## config.mk

```make
export PLATFORM = sky130hd
export DESIGN_NAME = uart_rx_buffer
export DESIGN_NICKNAME = d
export VERILOG_FILES = /design/src/rtl/uart_pkg.sv /design/src/rtl/byte_fifo.sv /design/src/rtl/uart_rx_buffer.sv
export SDC_FILE = /design/constraint.sdc
export NUM_CORES = 1
export LEC_CHECK = 0
export BUFFER_PORTS_ARGS = -buffer_cell sky130_fd_sc_hd__buf_4
export CAP_MARGIN = 5
export CORE_AREA = 4 4 118 120
export DETAILED_ROUTE_END_ITERATION = 8
export DIE_AREA = 0 0 122 124
export HOLD_SLACK_MARGIN = 0.03
export PLACE_DENSITY_LB_ADDON = 0.08
export SYNTH_ARGS = -nofsm -noshare
export SYNTH_HDL_FRONTEND = slang
export SYNTH_SLANG_ARGS = --single-unit
export TNS_END_PERCENT = 100
```

## constraint.sdc

```tcl
create_clock -name clk_i -period 3.7 [get_ports clk_i]
set_clock_uncertainty 0.05 [all_clocks]
set_input_delay 0.74 -clock clk_i [delete_from_list [all_inputs] [get_ports clk_i]]
set_output_delay 0.74 -clock clk_i [all_outputs]
set_load 0.02 [all_outputs]
```

## src/rtl/uart_pkg.sv

```systemverilog
// -----------------------------------------------------------------------------
// uart_pkg
// Shared constants and types for the UART receive path.
//   CLK_FREQ    : system clock frequency in Hz
//   BAUDRATE    : serial line rate in baud
//   BAUDDELAY   : clock cycles per bit period
//   byte_t      : one received character
//   tmo_state_e : states of the receive-buffer idle timeout FSM
// -----------------------------------------------------------------------------
package uart_pkg;

    localparam int CLK_FREQ  = 100000000;
    localparam int BAUDRATE  = 115200;
    localparam int BAUDDELAY = CLK_FREQ / BAUDRATE;

    typedef logic [7:0] byte_t;

    // T_EMPTY  : buffer empty, idle counter parked at 0
    // T_COUNT  : data waiting, counting idle cycles
    // T_EXPIRED: timeout already signalled, waiting for activity
    typedef enum logic [1:0] {
        T_EMPTY   = 2'd0,
        T_COUNT   = 2'd1,
        T_EXPIRED = 2'd2
    } tmo_state_e;

endpackage

```

## src/rtl/byte_fifo.sv

```systemverilog
// -----------------------------------------------------------------------------
// byte_fifo
// Byte-wide FIFO with show-ahead output. Data written on one edge is visible
// on data_o from the following cycle; there is no same-cycle fall-through.
// Ports:
//   clk_i, rst_i   : clock, asynchronous active-high reset (pointers/count only)
//   push_i, data_i : write request and byte
//   pop_i          : read request (removes the byte currently on data_o)
//   data_o         : head byte, 8'h00 while empty
//   empty_o/full_o : occupancy status
//   count_o        : number of bytes stored (0..DEPTH)
// -----------------------------------------------------------------------------
module byte_fifo
    import uart_pkg::*;
#(
    parameter int DEPTH = 16
) (
    input  logic                     clk_i,
    input  logic                     rst_i,
    input  logic                     push_i,
    input  byte_t                    data_i,
    input  logic                     pop_i,
    output byte_t                    data_o,
    output logic                     empty_o,
    output logic                     full_o,
    output logic [$clog2(DEPTH):0]   count_o
);

    localparam int AW = $clog2(DEPTH);
    localparam int CW = AW + 1;

    byte_t           mem [DEPTH];
    logic [AW-1:0]   wr_ptr_q, wr_ptr_d;
    logic [AW-1:0]   rd_ptr_q, rd_ptr_d;
    logic [CW-1:0]   count_q,  count_d;
    logic            push_ok, pop_ok;

    assign empty_o = (count_q == '0);
    assign full_o  = (count_q == CW'(DEPTH));

    // Guard against callers violating occupancy so count can never leave 0..DEPTH.
    assign pop_ok  = pop_i  && !empty_o;
    assign push_ok = push_i && (!full_o || pop_ok);

    // Power-of-two depth: pointers wrap naturally modulo DEPTH.
    always_comb begin
        wr_ptr_d = wr_ptr_q;
        rd_ptr_d = rd_ptr_q;
        count_d  = count_q;
        if (push_ok) wr_ptr_d = wr_ptr_q + AW'(1);
        if (pop_ok)  rd_ptr_d = rd_ptr_q + AW'(1);
        case ({push_ok, pop_ok})
            2'b10:   count_d = count_q + CW'(1);
            2'b01:   count_d = count_q - CW'(1);
            default: count_d = count_q;
        endcase
    end

    always_ff @(posedge clk_i or posedge rst_i) begin
        if (rst_i) begin
            wr_ptr_q <= '0;
            rd_ptr_q <= '0;
            count_q  <= '0;
        end else begin
            wr_ptr_q <= wr_ptr_d;
            rd_ptr_q <= rd_ptr_d;
            count_q  <= count_d;
        end
    end

    // Storage is deliberately not reset; the pointers alone define validity.
    always_ff @(posedge clk_i) begin
        if (push_ok) mem[wr_ptr_q] <= data_i;
    end

    assign data_o  = empty_o ? 8'h00 : mem[rd_ptr_q];
    assign count_o = count_q;

endmodule

```

## src/rtl/uart_rx_buffer.sv

```systemverilog
// -----------------------------------------------------------------------------
// uart_rx_buffer
// Receive buffer between a UART receiver and a byte consumer. Buffers good
// bytes, tracks sticky overrun/framing errors and pulses timeout_o once when
// data has been sitting untouched for TIMEOUT_CYCLES cycles.
// Ports:
//   clk_i, rst_i          : clock, asynchronous active-high reset
//   rx_data_i/rx_valid_i  : byte strobe from the receiver
//   rx_frame_err_i        : bad stop bit strobe (byte is discarded)
//   data_o/valid_o/ready_i: consumer handshake, data_o = 8'h00 when invalid
//   count_o               : bytes stored
//   overrun_o, frame_err_o: sticky error flags, cleared by clr_err_i
//   timeout_o             : one-cycle idle-timeout pulse
// -----------------------------------------------------------------------------
module uart_rx_buffer
    import uart_pkg::*;
#(
    parameter int DEPTH          = 16,
    parameter int TIMEOUT_CYCLES = 34720
) (
    input  logic                     clk_i,
    input  logic                     rst_i,
    input  logic [7:0]               rx_data_i,
    input  logic                     rx_valid_i,
    input  logic                     rx_frame_err_i,
    output logic [7:0]               data_o,
    output logic                     valid_o,
    input  logic                     ready_i,
    output logic [$clog2(DEPTH):0]   count_o,
    output logic                     overrun_o,
    output logic                     frame_err_o,
    input  logic                     clr_err_i,
    output logic                     timeout_o
);

    localparam int CW = $clog2(DEPTH) + 1;
    localparam int TW = $clog2(TIMEOUT_CYCLES) + 1;

    logic            push, pop, activity, nonempty_next;
    logic            empty, full;
    logic [CW-1:0]   count;
    logic            overrun_q, overrun_d;
    logic            frame_err_q, frame_err_d;
    logic            timeout_q, timeout_d;
    tmo_state_e      state_q, state_d;
    logic [TW-1:0]   tmr_q, tmr_d;

    assign pop      = !empty && ready_i;
    assign push     = rx_valid_i && !rx_frame_err_i && (!full || pop);
    assign activity = push || pop;

    // Occupancy after this edge; a pop of the last byte with no push empties it.
    assign nonempty_next = push || (count > CW'(1)) || ((count == CW'(1)) && !pop);

    byte_fifo #(.DEPTH(DEPTH)) u_fifo (
        .clk_i   (clk_i),
        .rst_i   (rst_i),
        .push_i  (push),
        .data_i  (rx_data_i),
        .pop_i   (pop),
        .data_o  (data_o),
        .empty_o (empty),
        .full_o  (full),
        .count_o (count)
    );

    // A new error in the same cycle as clr_err_i keeps the flag set.
    always_comb begin
        overrun_d   = (overrun_q   && !clr_err_i) || (rx_valid_i && !rx_frame_err_i && full && !pop);
        frame_err_d = (frame_err_q && !clr_err_i) || rx_frame_err_i;
    end

    always_comb begin
        state_d   = state_q;
        tmr_d     = tmr_q;
        timeout_d = 1'b0;
        if (!nonempty_next) begin
            state_d = T_EMPTY;
            tmr_d   = '0;
        end else begin
            case (state_q)
                T_EMPTY: begin
                    state_d = T_COUNT;
                    tmr_d   = '0;
                end
                T_COUNT: begin
                    if (activity) begin
                        tmr_d = '0;
                    end else if (tmr_q == TW'(TIMEOUT_CYCLES - 1)) begin
                        timeout_d = 1'b1;
                        state_d   = T_EXPIRED;
                    end else begin
                        tmr_d = tmr_q + TW'(1);
                    end
                end
                T_EXPIRED: begin
                    if (activity) begin
                        state_d = T_COUNT;
                        tmr_d   = '0;
                    end
                end
                default: begin
                    state_d = T_EMPTY;
                    tmr_d   = '0;
                end
            endcase
        end
    end

    always_ff @(posedge clk_i or posedge rst_i) begin
        if (rst_i) begin
            overrun_q   <= 1'b0;
            frame_err_q <= 1'b0;
            timeout_q   <= 1'b0;
            state_q     <= T_EMPTY;
            tmr_q       <= '0;
        end else begin
            overrun_q   <= overrun_d;
            frame_err_q <= frame_err_d;
            timeout_q   <= timeout_d;
            state_q     <= state_d;
            tmr_q       <= tmr_d;
        end
    end

    assign valid_o     = !empty;
    assign count_o     = count;
    assign overrun_o   = overrun_q;
    assign frame_err_o = frame_err_q;
    assign timeout_o   = timeout_q;

endmodule

```

==> flow_metrics.env <==
export IMPL_grt_overflow_total=0
export IMPL_synth_compound_area_frac=0.0473
export IMPL_grt_pass1_vias=3917
export IMPL_synth_xor_area_frac=0.0176
export IMPL_cts_tree="yes"
export IMPL_drtAntennaViolNets=0
export IMPL_synth_top_family_by_area="multiplexers"
export IMPL_fin_crit_ns=3.30
export IMPL_grtUsageTotal=0.201
export IMPL_vdd_ir_drop_max_v=0.000416
export IMPL_vias=3746
export IMPL_worstRegToRegCells=9
export IMPL_clk_path_buf_depth=2
export IMPL_path_class="register to output port"
export IMPL_crit_path_top_delay_cell="mux4_2"
export IMPL_drt_iter0_drc=327
export IMPL_syn_nets=432
export IMPL_p_switching_w=0.00174
export IMPL_worstMarginPinSlew_ns=0.856
export IMPL_fp_row_count=42
export IMPL_status="complete, no violations"
export IMPL_coreArea_sq_um=13000
export IMPL_drc=0
export IMPL_setup_viol=0
export IMPL_drv_cap=0
export IMPL_postPlaceCellArea_sq_um=7390
export IMPL_cp_slowest_stage_delay_ns=0.56
export IMPL_fillers=971
export IMPL_drv_slew=0
export IMPL_cts_repair_resized=0
export IMPL_grt_max_degree=36
export IMPL_fmax_ghz=0.303
export IMPL_n_antenna_cell=0
export IMPL_p_per_area_nw_per_um2=747
export IMPL_antenna_found_initial=0
export IMPL_ff_latch_area_sq_um=4720
export IMPL_cp_cell_sequence="buf_4 > mux4_2 > mux4_2 > and2_1 > buf_4"
export IMPL_synth_simple_area_share=0.0879
export IMPL_cts_sinks=163
export IMPL_cts_inserted_buffers=17
export IMPL_post_route_period_util=0.892
export IMPL_slew_headroom=0.423
export IMPL_place_congestion=0.799
export IMPL_port_buffers=30
export IMPL_swShare=0.290
export IMPL_wire_per_inst_um=21.8
export IMPL_synthArstFlopShare=0.215
export IMPL_most_common_layout_cells="edfxtp_1 (128), mux4_2 (40), buf_4 (36)"
export IMPL_multi_input_area_sq_um=2120
export IMPL_start_kind="register"
export IMPL_endpoint_kind="output port"
export IMPL_syn_avg_cell_area_sq_um=17.1
export IMPL_hold_violations=0
export IMPL_syn_instance_count=407
export IMPL_combinationalPowerShare=0.284
export IMPL_rsz0062_at_grt="false"
export IMPL_die_area_sq_um=15100
export IMPL_syn_cell_area_sq_um=6960
export IMPL_cts_htree_levels=4
export IMPL_required_ns=2.91
export IMPL_pin_count=31
export IMPL_synth_warnings=0
export IMPL_layout_commonest_cell="edfxtp_1"
export IMPL_ys_seq_area_frac=0.678
export IMPL_stdcell_area_sq_um=8060
export IMPL_grt_pass1_wl_um=21900
export IMPL_cts_root_buffer="clkbuf_16"
export IMPL_drive_above_1_share=0.248
export IMPL_die_w_um=122
export IMPL_initial_core_util=0.537
export IMPL_final_nets=471
export IMPL_synth_edf_count=128
export IMPL_crit_path_max_fanout=15
export IMPL_first_pass_iters=5
export IMPL_share_seq_of_total_power=0.392
export IMPL_crit_arrival_ns=2.51
export IMPL_area_growth_pct=15.7
export IMPL_setup_tns_final_ns=0
export IMPL_dp_hpwl_um=8800
export IMPL_postCtsSetupBuffers=0
export IMPL_worst_hold_path_type="primary input to asynchronous set/reset pin"
export IMPL_p_int_w=0.00427
export IMPL_hold_buffers=0
export IMPL_die_h_um=124
export IMPL_viasPerCell=5.90
export IMPL_worstSkewPairLatency_ns=0.42
export IMPL_power_frac_clock=0.324
export IMPL_synth_ff_type="edfxtp_1"
export IMPL_synthMuxAreaShare=0.132
export IMPL_wl_um=13800
export IMPL_synthDistinctLibCells=46
export IMPL_ys_ff_latch=163
export IMPL_clk_pin_slew_ns=0.06
export IMPL_leakagePower_nw=2.88
export IMPL_yosys_area_share_adder=0.0198
-- cell type report --
cell class,count,share of cell area
clock inverter,15,0.0295
clock buffer,17,0.0528
tap,176,0.0273
multi-input combinational,218,0.263
timing repair buffer,37,0.0360
inverter,9,0.00482
sequential,163,0.586
-- cells in the mapped netlist, types with 5 or more instances --
library cell	count	share of area
edfxtp_1	128	0.55
mux4_2	40	0.13
dfrtp_1	35	0.13
and2_1	19	0.017
nand2_1	18	0.0097
nor2_1	12	0.0065
ha_1	11	0.020
a21oi_1	10	0.0072
nand3_1	10	0.0072
clkbuf_1	9	0.0049
xnor2_1	9	0.011
and3_1	8	0.0072
inv_1	8	0.0043
nand4_1	8	0.0072
nor2b_1	8	0.0072
a22o_1	6	0.0075
and4_1	6	0.0075
o21ai_1	6	0.0043
xor2_1	5	0.0063
-- kinds of logic after synthesis --
logic type / Yosys count
adder cells (fa/ha/maj): 11
multiplexers: 42
XOR/XNOR: 14
AND/OR/NAND/NOR: 106
flip-flops: 163
AO/OA/AOI/OAI: 45
buffers and inverters: 26
-- power by group through the flow --
stage          registers (W)  clock network, W  logic, W
3_3_place_gp         0.00238                 0   0.00172
6_report             0.00236           0.00195   0.00171
4_1_cts              0.00236           0.00198   0.00174
2_1_floorplan        0.00229                 0   0.00128
5_1_grt              0.00239           0.00206   0.00185
3_5_place_dp         0.00240                 0   0.00174
-- worst max-delay path, delay by kind of cell (launching register included) --
family	cells	cell delay, ns
DFF	1	0.38
buffers and inverters	2	0.45
and+or+nand+nor	1	0.19
muxes	2	1.07
-- worst paths after layout --
check                                          startpoint                        endpoint  slack [ns]
min in group clk_i                 state_q[1]$_DFFE_PP0P_          state_q[0]$_DFFE_PP0P_        0.42
hold / removal                                      rst_i   u_fifo.count_o[2]$_DFFE_PP0P_        0.38
max in group asynchronous                           rst_i  u_fifo.rd_ptr_q[0]$_DFFE_PP0P_        2.86
setup / recovery           u_fifo.rd_ptr_q[0]$_DFFE_PP0P_                       data_o[5]        0.40
hold reg to reg                    state_q[1]$_DFFE_PP0P_          state_q[0]$_DFFE_PP0P_        0.42
setup reg to reg            u_fifo.count_o[0]$_DFFE_PP0P_           tmr_q[11]$_DFFE_PP0P_        0.70
-- sequential cells by signal, indices dropped and copies added (netlist names) --
signal           flops
frame_err_o          1
overrun_o            1
state_q              2
timeout_o            1
tmr_q               17
u_fifo.count_o       5
u_fifo.mem         128
u_fifo.rd_ptr_q      4
u_fifo.wr_ptr_q      4
-- routing by layer --
metal  vias to the layer above  wire length [um]  GRT usage
li1                       1699                 -          -
met5                         -                 0          0
met4                         0               225     0.0721
met1                      1938              5850      0.264
met3                        17               618     0.0441
met2                        92              7120      0.334
-- per-stage QoR --
step	utilization	setup WS (ns)	cells	hold WS (ns)	total power [W]
2_1_floorplan	-	0.741	407	0.382	0.00357
4_1_cts	0.621	0.354	635	0.388	0.00608
6_report	0.621	0.400	635	0.378	0.00602
5_1_grt	0.621	0.322	635	0.415	0.00630
3_5_place_dp	0.570	0.684	603	0.406	0.00413
3_3_place_gp	0.570	0.757	603	0.396	0.00411
No activity file was read; power rests on OpenSTA's default activity.
